## src/rtl/pico_l1_responder.sv

```systemverilog
// pico_l1_responder: 32-line direct-mapped, write-back, write-allocate L1 behind the picorv32 mem_* port.
// Define PICO_L1_STATS_EN to build the saturating hit/miss counters; otherwise both read 0.
module pico_l1_responder (
  input  logic        clk,
  input  logic        reset,
  input  logic        mem_valid,
  input  logic        mem_instr,
  input  logic [8:0]  mem_addr,
  input  logic [31:0] mem_wdata,
  input  logic [3:0]  mem_wstrb,
  output logic        mem_ready,
  output logic [31:0] mem_rdata,
  output logic        bmem_req,
  output logic        bmem_we,
  output logic [8:0]  bmem_addr,
  output logic [31:0] bmem_wdata,
  input  logic        bmem_ack,
  input  logic [31:0] bmem_rdata,
  output logic [15:0] hit_count,
  output logic [15:0] miss_count
);

  // state  | meaning
  // IDLE   | waiting for a core request
  // LOOKUP | tag compare on the latched request; hits resolve here
  // WB     | writing the dirty victim back to main memory
  // FILL   | fetching the requested word from main memory
  // RESP   | mem_ready pulse to the core
  typedef enum logic [2:0] {IDLE, LOOKUP, WB, FILL, RESP} state_t;
  state_t state, state_nxt;

  logic [6:0]  req_word;
  logic [31:0] req_wdata;
  logic [3:0]  req_wstrb;

  logic [31:0] data_mem [32];
  logic [1:0]  tag_mem  [32];
  logic [31:0] line_valid;
  logic [31:0] line_dirty;

  logic [4:0]  idx;
  logic [1:0]  req_tag;
  logic        req_write;
  logic [31:0] line_data;
  logic [1:0]  line_tag;
  logic        hit;

  logic        accept;
  logic        ready_nxt;
  logic [31:0] rdata_nxt;
  logic        breq_nxt;
  logic        bwe_nxt;
  logic [8:0]  baddr_nxt;
  logic [31:0] bwdata_nxt;
  logic        line_we;
  logic [31:0] line_wdata;
  logic        set_valid;
  logic        set_dirty;
  logic        clr_dirty;
  logic        hit_evt;
  logic        miss_evt;
  logic [31:0] fill_word;

  // Byte offset and the fetch flag carry no meaning for a word-wide line.
  logic unused_inputs;
  assign unused_inputs = ^{mem_instr, mem_addr[1:0]};

  assign idx       = req_word[4:0];
  assign req_tag   = req_word[6:5];
  assign req_write = |req_wstrb;
  assign line_data = data_mem[idx];
  assign line_tag  = tag_mem[idx];
  assign hit       = line_valid[idx] && (line_tag == req_tag);

  function automatic logic [31:0] merge_bytes(input logic [31:0] old_word,
                                              input logic [31:0] wdata,
                                              input logic [3:0]  wstrb);
    logic [31:0] r;
    r = old_word;
    for (int k = 0; k < 4; k++)
      if (wstrb[k]) r[8*k +: 8] = wdata[8*k +: 8];
    return r;
  endfunction

  always_comb begin
    state_nxt  = state;
    accept     = 1'b0;
    ready_nxt  = 1'b0;
    rdata_nxt  = mem_rdata;
    breq_nxt   = bmem_req;
    bwe_nxt    = bmem_we;
    baddr_nxt  = bmem_addr;
    bwdata_nxt = bmem_wdata;
    line_we    = 1'b0;
    line_wdata = line_data;
    set_valid  = 1'b0;
    set_dirty  = 1'b0;
    clr_dirty  = 1'b0;
    hit_evt    = 1'b0;
    miss_evt   = 1'b0;
    fill_word  = req_write ? merge_bytes(bmem_rdata, req_wdata, req_wstrb) : bmem_rdata;
    case (state)
      IDLE: begin
        if (mem_valid && !mem_ready) begin
          accept    = 1'b1;
          state_nxt = LOOKUP;
        end
      end
      LOOKUP: begin
        if (hit) begin
          hit_evt   = 1'b1;
          ready_nxt = 1'b1;
          state_nxt = RESP;
          if (req_write) begin
            line_wdata = merge_bytes(line_data, req_wdata, req_wstrb);
            line_we    = 1'b1;
            set_dirty  = 1'b1;
            rdata_nxt  = line_wdata;
          end else begin
            rdata_nxt  = line_data;
          end
        end else begin
          miss_evt = 1'b1;
          breq_nxt = 1'b1;
          if (line_valid[idx] && line_dirty[idx]) begin
            bwe_nxt    = 1'b1;
            baddr_nxt  = {line_tag, idx, 2'b00};
            bwdata_nxt = line_data;
            state_nxt  = WB;
          end else begin
            bwe_nxt    = 1'b0;
            baddr_nxt  = {req_tag, idx, 2'b00};
            state_nxt  = FILL;
          end
        end
      end
      WB: begin
        if (bmem_ack) begin
          clr_dirty = 1'b1;
          breq_nxt  = 1'b0;
          bwe_nxt   = 1'b0;
          state_nxt = FILL;
        end
      end
      FILL: begin
        // After a writeback the request is re-raised here; an ack while it is low is not ours.
        if (!bmem_req) begin
          breq_nxt  = 1'b1;
          bwe_nxt   = 1'b0;
          baddr_nxt = {req_tag, idx, 2'b00};
        end else if (bmem_ack) begin
          breq_nxt   = 1'b0;
          line_wdata = fill_word;
          line_we    = 1'b1;
          set_valid  = 1'b1;
          clr_dirty  = 1'b1;
          set_dirty  = req_write;
          rdata_nxt  = fill_word;
          ready_nxt  = 1'b1;
          state_nxt  = RESP;
        end
      end
      RESP: state_nxt = IDLE;
      default: state_nxt = IDLE;
    endcase
  end

  always_ff @(posedge clk) begin
    if (reset) state <= IDLE;
    else       state <= state_nxt;
  end

  always_ff @(posedge clk) begin
    if (reset) begin
      mem_ready  <= 1'b0;
      mem_rdata  <= '0;
      bmem_req   <= 1'b0;
      bmem_we    <= 1'b0;
      bmem_addr  <= '0;
      bmem_wdata <= '0;
      line_valid <= '0;
      line_dirty <= '0;
    end else begin
      mem_ready  <= ready_nxt;
      mem_rdata  <= rdata_nxt;
      bmem_req   <= breq_nxt;
      bmem_we    <= bwe_nxt;
      bmem_addr  <= baddr_nxt;
      bmem_wdata <= bwdata_nxt;
      if (set_valid) line_valid[idx] <= 1'b1;
      if (clr_dirty) line_dirty[idx] <= 1'b0;
      if (set_dirty) line_dirty[idx] <= 1'b1;
    end
  end

  // Request latch and line storage need no reset; validity bits guard the arrays.
  always_ff @(posedge clk) begin
    if (accept) begin
      req_word  <= mem_addr[8:2];
      req_wdata <= mem_wdata;
      req_wstrb <= mem_wstrb;
    end
  end

  always_ff @(posedge clk) begin
    if (!reset && line_we) begin
      data_mem[idx] <= line_wdata;
      tag_mem[idx]  <= req_tag;
    end
  end

`ifdef PICO_L1_STATS_EN
  logic [15:0] hit_q;
  logic [15:0] miss_q;

  always_ff @(posedge clk) begin
    if (reset) begin
      hit_q  <= '0;
      miss_q <= '0;
    end else begin
      if (hit_evt && (hit_q != 16'hFFFF))   hit_q  <= hit_q + 16'd1;
      if (miss_evt && (miss_q != 16'hFFFF)) miss_q <= miss_q + 16'd1;
    end
  end

  assign hit_count  = hit_q;
  assign miss_count = miss_q;
`else
  logic unused_stats;
  assign unused_stats = hit_evt | miss_evt;
  assign hit_count    = '0;
  assign miss_count   = '0;
`endif

endmodule
```

## config.mk

```make
export PLATFORM = sky130hd
export DESIGN_NAME = pico_l1_responder
export DESIGN_NICKNAME = d
export VERILOG_FILES = /design/src/rtl/pico_l1_responder.sv
export SDC_FILE = /design/constraint.sdc
export NUM_CORES = 1
export LEC_CHECK = 0
export CORE_UTILIZATION = 48
export CTS_CLUSTER_SIZE = 25
export DETAILED_ROUTE_END_ITERATION = 8
export DONT_BUFFER_PORTS = 1
export GPL_TIMING_DRIVEN = 0
export SYNTH_ARGS = -nofsm -noshare
export SYNTH_HDL_FRONTEND = slang
export SYNTH_SLANG_ARGS = --single-unit
```

## constraint.sdc

```tcl
create_clock -name clk -period 5.4 [get_ports clk]
set_clock_uncertainty 0.1 [all_clocks]
set_input_delay 0.81 -clock clk [delete_from_list [all_inputs] [get_ports clk]]
set_output_delay 0.81 -clock clk [all_outputs]
set_load 0.05 [all_outputs]
```

# After elaboration in Yosys (flattened, before gate mapping)
# Memories as Yosys holds them, arrays and structs flattened. A register that Yosys moved wholly into a read port is not among the register bits.
# Index checks and enable logic that the tools add are counted.
[word_totals] ff_bits=186 latch_bits=0 mem_bits_rw=1088 mem_bits_ro=0 inputBits=82 out_inout_bits=108 word_cells=114 mem_count=2
[op_classes] n_addsub=0 n_mul=0 div_mod_pow=0 magnitude_cmp=2 eq_ne=11 shifts=0 mux=65 bitwise_logic=5 n_reduce_logical=17
[memory_table] name="data_mem" depth=32 width=32 rd=1 rd_clocked_by_memory_dff=1 write_ports=1 line="36" text="logic [31:0] data_mem [32];"
[memory_table] name="tag_mem" depth=32 width=2 rd=1 rd_clocked_by_memory_dff=1 write_ports=1 line="37" text="logic [1:0] tag_mem [32];"
[ops] operator="32-bit 2-to-1 mux" n=11
[ops] operator="32-bit case mux with 2 select lines" n=2
[ops] operator="8-bit 2-to-1 mux" n=8
[ops] operator="32-bit bitwise OR" n=2
[ops] operator="32-bit AND" n=1
[ops] operator="32-bit inverter" n=1
[ops] operator="9-bit 2-to-1 mux" n=3
[ops] operator="1-bit 2-to-1 mux" n=23
[ops] operator="9-bit case mux with 2 select lines" n=1
[ops] operator="3-bit 2-to-1 mux" n=5
[ops] operator="2-bit inequality test, second input constant" n=7
[ops] operator="3-bit case mux with 4 select lines" n=1
[ops] operator="4-bit AND reduction" n=3
[ops] operator="1-bit binary-select mux with 5-bit select" n=2
[ops] operator="5-bit 2-to-1 mux" n=2
[ops] operator="3-bit AND reduction" n=3
[ops] operator="1-bit case mux with 2 select lines" n=4
[ops] operator="3-bit by 2-bit == test with 1-bit output, second input constant" n=2
[ops] operator="5-bit by 6-bit less-than comparator with 1-bit output, second input constant" n=1
[ops] operator="1-bit case mux with 3 select lines" n=2
[ops] operator="1-bit demux with 5-bit select" n=1
[ops] operator="5-bit by 1-bit greater-or-equal comparator with 1-bit output, second input constant" n=1
[ops] operator="1-bit logical AND" n=5
[ops] operator="4-bit OR reduction" n=1
[ops] operator="other kinds (7)" n=8

# Logic depth before layout (Yosys ltp)
# Gate-level depths: netlist (run 1).
[logic_depth] depth_word=10 ltp_mapped=13

# Least setup slack after synthesis (run 1)
# No wires, ideal clock.
[synth_path] path_kind="register to register" startpoint="register with a tool-made name" endpoint="memory data_mem[24][0], enable pin" setup_time_ns=0.425 t_arrival_ns=3.650 path_slack_ns=1.225 stages_incl_launch_ff=14 path_cell_list="dfxtp_1 > buf_6 > and2_1 > buf_2 > a22oi_1 > nand2_1 > o31ai_2 > o21a_1 > o211a_1 > buf_4 > nand2_1 > o22a_1 > buf_2 > nor2_1"
[synth_lines] item="to (decl)" line="36"

==> results.tsv, run 1 <==
stage	metric	value	unit
layout	seq_area	36900	um2
detailed_routing	postRouteAntennaNets	0	
clock_network	cts_hold_buffers	0	
clock_network	clkTransAtPathRegs	60	ps
pwr	clock_power_share	38.5	%
global_routing	antenna_found_initial	5	
layout	final_cells	4335	
logic_synthesis	synth_ff_type	edfxtp_1	
global_routing	grt_pass1_vias	27400	
logic_synthesis	ys_seq_elements	1277	
logic_synthesis	ys_seq_area_share	73.5	%
placement	dp_cells	4089	
layout	multi_input_area	12600	um2
clock_network	htree_levels	4	
layout	drive_gt1_share	28.7	%
critical_path	critPathKind	flop to flop	
hold_path	min-delay-start	mem_wdata[31]	
sta	tightest_slew	1490	ps
clock_network	post_cts_buffers	0	
clock_network	clock-root-buffer	clkbuf_16	
logic_synthesis	synth-edff-count	1131	
pwr	p_switching	0.00593	W
detailed_routing	vias	27600	
floorplan	fp.dieW	325	um
clock_network	clk_latency	740	ps
pwr	peakVddDrop	328	uV
logic_synthesis	syn-mean-instance-area	19.3	um2
detailed_routing	drc	0	
logic_synthesis	postSynth.asyncResetShare	0	%
layout	fill_cells	7816	
sta	whs	61.2	ps
sta	max-slew-margin-rel	-2.06	%
critical_path	endpoint_kind	flop	
detailed_routing	drt-initial-drc-count	3418	
layout	finalNetCount	2928	
layout	most-common-layout-cells	edfxtp_1, mux4_2, dfxtp_1, clkbuf_16, nand2_1	
floorplan	fp.dieH	325	um
floorplan	dieArea	106000	um2
detailed_routing	vias_per_cell	6.37	
pwr	combPwrFrac	12.8	%
global_routing	grt_pass1_wl	205000	um
logic_synthesis	synthCells	2603	
global_routing	grtUsageTotal	27.8	%
global_routing	grt_max_degree	36	
global_routing	grt_overflow	0	
floorplan	initial_core_util	48.4	%
pwr	power.density	408	nW/um2
logic_synthesis	synth.cell_area	50200	um2
floorplan	core_area	104000	um2
pwr	cellLeakagePower	18.5	nW
sta	period_needed	5280	ps
placement	numPortBuffers	0	
critical_path	cp.required	5630	ps
sta	clock.fmax	189	MHz
critical_path	worstPathMaxFanout	32	
detailed_routing	drt-pass1-iter-count	6	
clock_network	cts_tree	yes	
sta	final.period_utilization	97.8	%
sta	rsz0062_at_grt	false	
hold_path	hp-class	primary input to flop	
sta	hold_viol	0	
critical_path	start_kind	flop	
critical_path	arrival	5510	ps
placement	hpwl	98900	um
clock_network	clock-sinks	1277	
pwr	internal_power	0.0179	W
job	cap_violations	2	
logic_synthesis	synth_cell_types	54	
pwr	power_frac_seq	48.7	%
layout	area_growth_syn_to_layout	16.0	%
layout	final_common_cell	edfxtp_1	
sta	slew_violations	12	
run_status	status	finished, violations left	
clock_network	cts_buffer_depth	3	
floorplan	num_io_pins	190	
logic_synthesis	ys_warn_count	0	
run_status	violations	capacitance limit, slew limit	
clock_network	cts_made_buffers	135	
floorplan	fp-row-count	118	
detailed_routing	wire_per_inst	33.6	um
pwr	swShare	24.9	%
detailed_routing	routed_wl	146000	um
sta	setup_viol	0	
placement	place_congestion	0.860	
-- worst paths after layout --
path                     end  slack (ps)  cells after the start
max          data_mem[6][24]         120                     11
min            req_wdata[31]          60                      0
max reg2reg  data_mem[6][24]         120                     11
min reg2reg   line_valid[18]         380                      2
-- cells by family (layout without fill, tap and decap cells) --
group | Yosys count | count (layout) | share of synthesized area (%)
DFF | 1277 | 1277 | 73.5
and+or+nand+nor | 391 | 391 | 3.39
AOI/OAI and AO/OA | 300 | 300 | 4.19
xor gates and xnor gates | 1 | 1 | 0.0174
buffers and inverters | 214 | 531 | 2.35
other | 1 | 36 | 0.00747
muxes | 419 | 419 | 16.6
-- metrics by stage --
step	total power [W]	setup TNS (ps)	setup WS, ps	cell area, um2	utilization (%)
2_1_floorplan	0.0136	0	1230	50300	-
3_3_place_gp	0.0146	-2378730	-2400	52100	50.2
3_5_place_dp	0.0148	-23460	-729	53800	51.9
4_1_cts	0.0239	0	41.8	58200	56.2
5_1_grt	0.0244	0	62.4	58200	56.2
6_report	0.0238	0	120	58200	56.2
-- registers in the layout, indices dropped and copies added (netlist names), named ones only --
register	count
line_dirty	32
bmem_we	1
mem_ready	1
line_valid	32
bmem_wdata	32
bmem_req	1
bmem_addr	7
req_wdata	32
mem_rdata	32
tag_mem	64
req_wstrb	4
data_mem	1024
req_word	7
state	3
-- layer usage --
metal	part of all wire [%]	track usage (%)
met4	2.6	7.92
met5	0.015	0
met2	46	42.1
met3	12	8.40
met1	40	39.2
-- layout make-up --
cell class | count | share of cell area, %
Sequential cell | 1277 | 63.3
Tap cell | 1380 | 2.97
Clock buffer | 165 | 6.29
Clock inverter | 79 | 1.21
Inverter | 3 | 0.0193
Antenna cell | 2 | 0.00859
Multi-Input combinational cell | 1145 | 21.7
Timing Repair Buffer | 73 | 2.45
Buffer | 211 | 2.03
-- cell usage after synthesis, types with 2 or more instances --
| master | count | share of area, % |
|---|---|---|
| o21ai_1 | 19 | 0.19 |
| mux2_2 | 22 | 0.49 |
| a22o_1 | 2 | 0.035 |
| a31oi_1 | 35 | 0.44 |
| nor3b_1 | 3 | 0.045 |
| a22oi_1 | 18 | 0.27 |
| a211oi_1 | 29 | 0.43 |
| nand2b_1 | 4 | 0.050 |
| o21a_1 | 2 | 0.030 |
| buf_4 | 61 | 0.91 |
| and2_1 | 4 | 0.050 |
| buf_6 | 8 | 0.18 |
| a31o_1 | 27 | 0.47 |
| nand3_1 | 40 | 0.40 |
| mux4_2 | 328 | 15 |
| dfxtp_1 | 146 | 5.8 |
| nor3_1 | 14 | 0.14 |
| nand2_1 | 133 | 0.99 |
| nor2_1 | 145 | 1.1 |
| clkbuf_1 | 67 | 0.50 |
| buf_2 | 71 | 0.71 |
| and3b_1 | 2 | 0.035 |
| mux2i_1 | 69 | 1.4 |
| a221oi_2 | 20 | 0.60 |
| buf_1 | 4 | 0.030 |
| a21o_1 | 3 | 0.045 |
| a221oi_1 | 10 | 0.17 |
| a32o_1 | 3 | 0.060 |
| edfxtp_1 | 1131 | 68 |
| nor2b_1 | 37 | 0.46 |
| nand4b_1 | 2 | 0.035 |
| nand4_1 | 3 | 0.037 |
| o21ai_0 | 74 | 0.74 |
| a21oi_1 | 44 | 0.44 |
| inv_1 | 3 | 0.022 |
| a2bb2oi_1 | 2 | 0.035 |
-- critical path, cell delays in order, from the launching register on --
cell	delay, ps
dfxtp_1	310
buf_4	200
buf_6	230
buf_2	330
buf_2	490
mux4_2	380
mux4_2	480
mux2i_2	650
nor2_1	150
a221oi_2	800
a31o_1	350
o21ai_2	350
-- power groups by stage --
stage | Clock [W] | Sequential, W | Combinational, W
after global routing | 0.00963 | 0.0116 | 0.00321
after global placement | 0 | 0.0118 | 0.00273
after detailed placement | 0 | 0.0118 | 0.00304
after floorplan | 0 | 0.0118 | 0.00181
final | 0.00916 | 0.0116 | 0.00305
after CTS | 0.00926 | 0.0116 | 0.00304
-- timing repair --
action	in CTS	in global routing
endpoints found under the setup margin	33	32
gates resized for setup	4	1
hold endpoints to repair	0	0
No activity file was read; power rests on OpenSTA's default activity.
==> run 2: changes to the inputs <==
--- a/config.mk
+++ b/config.mk
@@ -9,7 +9,6 @@
 export CTS_CLUSTER_SIZE = 25
 export DETAILED_ROUTE_END_ITERATION = 8
 export DONT_BUFFER_PORTS = 1
-export GPL_TIMING_DRIVEN = 0
 export SYNTH_ARGS = -nofsm -noshare
 export SYNTH_HDL_FRONTEND = slang
 export SYNTH_SLANG_ARGS = --single-unit
==> results.tsv, run 2 (synthesis results as in run 1) <==
stage	metric	value	unit	change
layout	most-common-layout-cells	edfxtp_1, mux4_2, dfxtp_1, clkbuf_16, nand2_1		
sta	final.period_utilization	88.9	%	-8.9 points
critical_path	worstReg2RegEnd	data_mem[29][11]		
detailed_routing	drt-pass1-iter-count	6		unchanged
global_routing	antenna_found_initial	10		+5
sta	slew_violations	0		-12
sta	max-slew-margin-rel	22.1	%	+24 points
critical_path	worstPathMaxFanout	66		+110%
clock_network	cts_made_buffers	132		-2.2%
critical_path	start_kind	flop		
global_routing	grt_overflow	0		unchanged
detailed_routing	routed_wl	130000	um	-11%
critical_path	endpoint_kind	flop		
floorplan	fp-row-count	118		unchanged
global_routing	grtUsageTotal	24.8	%	-3.0 points
detailed_routing	drc	0		unchanged
clock_network	htree_levels	4		unchanged
placement	hpwl	67600	um	-32%
detailed_routing	vias	26100		-5.6%
layout	finalNetCount	2763		-5.6%
layout	area_growth_syn_to_layout	12.9	%	
detailed_routing	wire_per_inst	31.1	um	-7.7%
global_routing	grt_pass1_wl	187000	um	-8.6%
clock_network	post_cts_buffers	0		unchanged
pwr	peakVddDrop	275	uV	-16%
hold_path	hp-class	primary input to flop		
placement	place_congestion	0.812		-5.5%
hold_path	hold_path_end	mem_rdata[20]		
critical_path	cp.required	5730	ps	+100 ps
clock_network	clk_latency	740	ps	about the same
clock_network	cts_tree	yes		
run_status	status	finished clean		
floorplan	num_io_pins	190		unchanged
layout	reg_top3	data_mem (1024), tag_mem (64)		
pwr	cellLeakagePower	17.8	nW	-4.0%
detailed_routing	drt-initial-drc-count	3094		-9.5%
sta	tightest_slew	1170	ps	-320 ps
critical_path	rrSetupSlack	600	ps	+480 ps
global_routing	grt_pass1_vias	26100		-4.9%
layout	final_area	56700	um2	-2.7%
placement	post_dp_cell_area	52200	um2	-3.0%
global_routing	grt_max_degree	142		+290%
job	cap_violations	0		-2
sta	hold_viol	0		unchanged
pwr	power.density	416	nW/um2	+1.7%
sta	period_needed	4800	ps	-481 ps
floorplan	initial_core_util	48.4	%	unchanged
critical_path	reg2regPathDepth	11		unchanged
clock_network	cts_hold_buffers	0		unchanged
placement	numPortBuffers	0		unchanged
clock_network	clock-root-buffer	clkbuf_16		
hold_path	min_path_cells	1		+1
sta	clock.fmax	208	MHz	+10%
clock_network	cts_resized	0		-4
sta	setup_tns	0	ps	unchanged
critical_path	arrival	5130	ps	-380 ps
floorplan	dieArea	106000	um2	unchanged
hold_path	min-delay-start	reset		
clock_network	clkTransAtPathRegs	60	ps	about the same
detailed_routing	postRouteAntennaNets	0		unchanged
floorplan	fp.dieW	325	um	unchanged
clock_network	cts_buffer_depth	3		unchanged
critical_path	critPathKind	flop to flop		
sta	setup_viol	0		unchanged
layout	final_common_cell	edfxtp_1		
detailed_routing	vias_per_cell	6.25		-2.0%
clock_network	clock-sinks	1277		unchanged
layout	top_register	data_mem		
layout	largest_reg_flops	1024		unchanged
layout	drive_gt1_share	26.5	%	-2.2 points
floorplan	fp.dieH	325	um	unchanged
floorplan	core_area	104000	um2	unchanged
sta	rsz0062_at_grt	false		
pwr	p_total	0.0236	W	-0.98%
[run 2: cell types whose count changed in the layout (fill, tap and decap cells not counted), sizes merged]
| cell | change |
|---|---|
| clkinvlp | -1 |
| buf | -93 |
| bufinv | +7 |
| clkdlybuf4s15 | -1 |
| clkinv | -5 |
| clkbuf | -71 |
| inv | +2 |
| diode | +3 |
[run 2: final cells by class]
class	instances	area (um2)
inverters	3	11.3
well taps	1380	1730
clock inverters	82	905
flip-flops and latches	1277	36900
repair buffers	122	1040
fillers	7901	47000
diodes	5	12.5
multi-input cells	1145	12600
clock buffers	162	3520
[run 2: worst max path at each step]
stage	startpoint	end	depth (start not counted)
after floorplan	flop	data_mem[24][0]	13
after global placement	flop	data_mem[20][11]	11
after detailed placement	flop	data_mem[20][11]	11
after CTS	flop	data_mem[29][11]	11
after global routing	flop	data_mem[29][11]	11
final	flop	data_mem[29][11]	11
[run 2: per-stage QoR]
step	setup WS, ps	cells	hold WS, ps	util [%]
after floorplan	1230	2636	331	-
after global placement	780	3927	342	50.4
after detailed placement	705	3927	352	50.4
after CTS	647	4171	12.4	54.7
after global routing	382	4175	21.2	54.7
final	602	4176	49.4	54.7
[run 2: power by group]
part / internal (W) / total, W / switching [W]
Clock: 0.00553 / 0.00930 / 0.00377
Sequential: 0.0114 / 0.0116 / 0.000194
Combinational: 0.000970 / 0.00263 / 0.00166
Total: 0.0179 / 0.0236 / 0.00562
[run 2: metal layers]
layer,track usage [%],up-vias,wire length (um)
li1,-,10700,-
met1,35.4,13900,53400
met2,39.3,1255,62200
met3,4.68,178,11300
met4,6.91,4,2770
met5,0,-,34
[run 2: critical path, cell delays in order (launching register included)]
cell and delay, ps:
dfxtp_4 670, buf_4 290, buf_12 370, buf_12 380, mux4_2 390, mux4_2 500
mux2i_1 600, nor2_1 130, a221oi_1 400, a31o_1 180, o21ai_1 70, buf_4 250
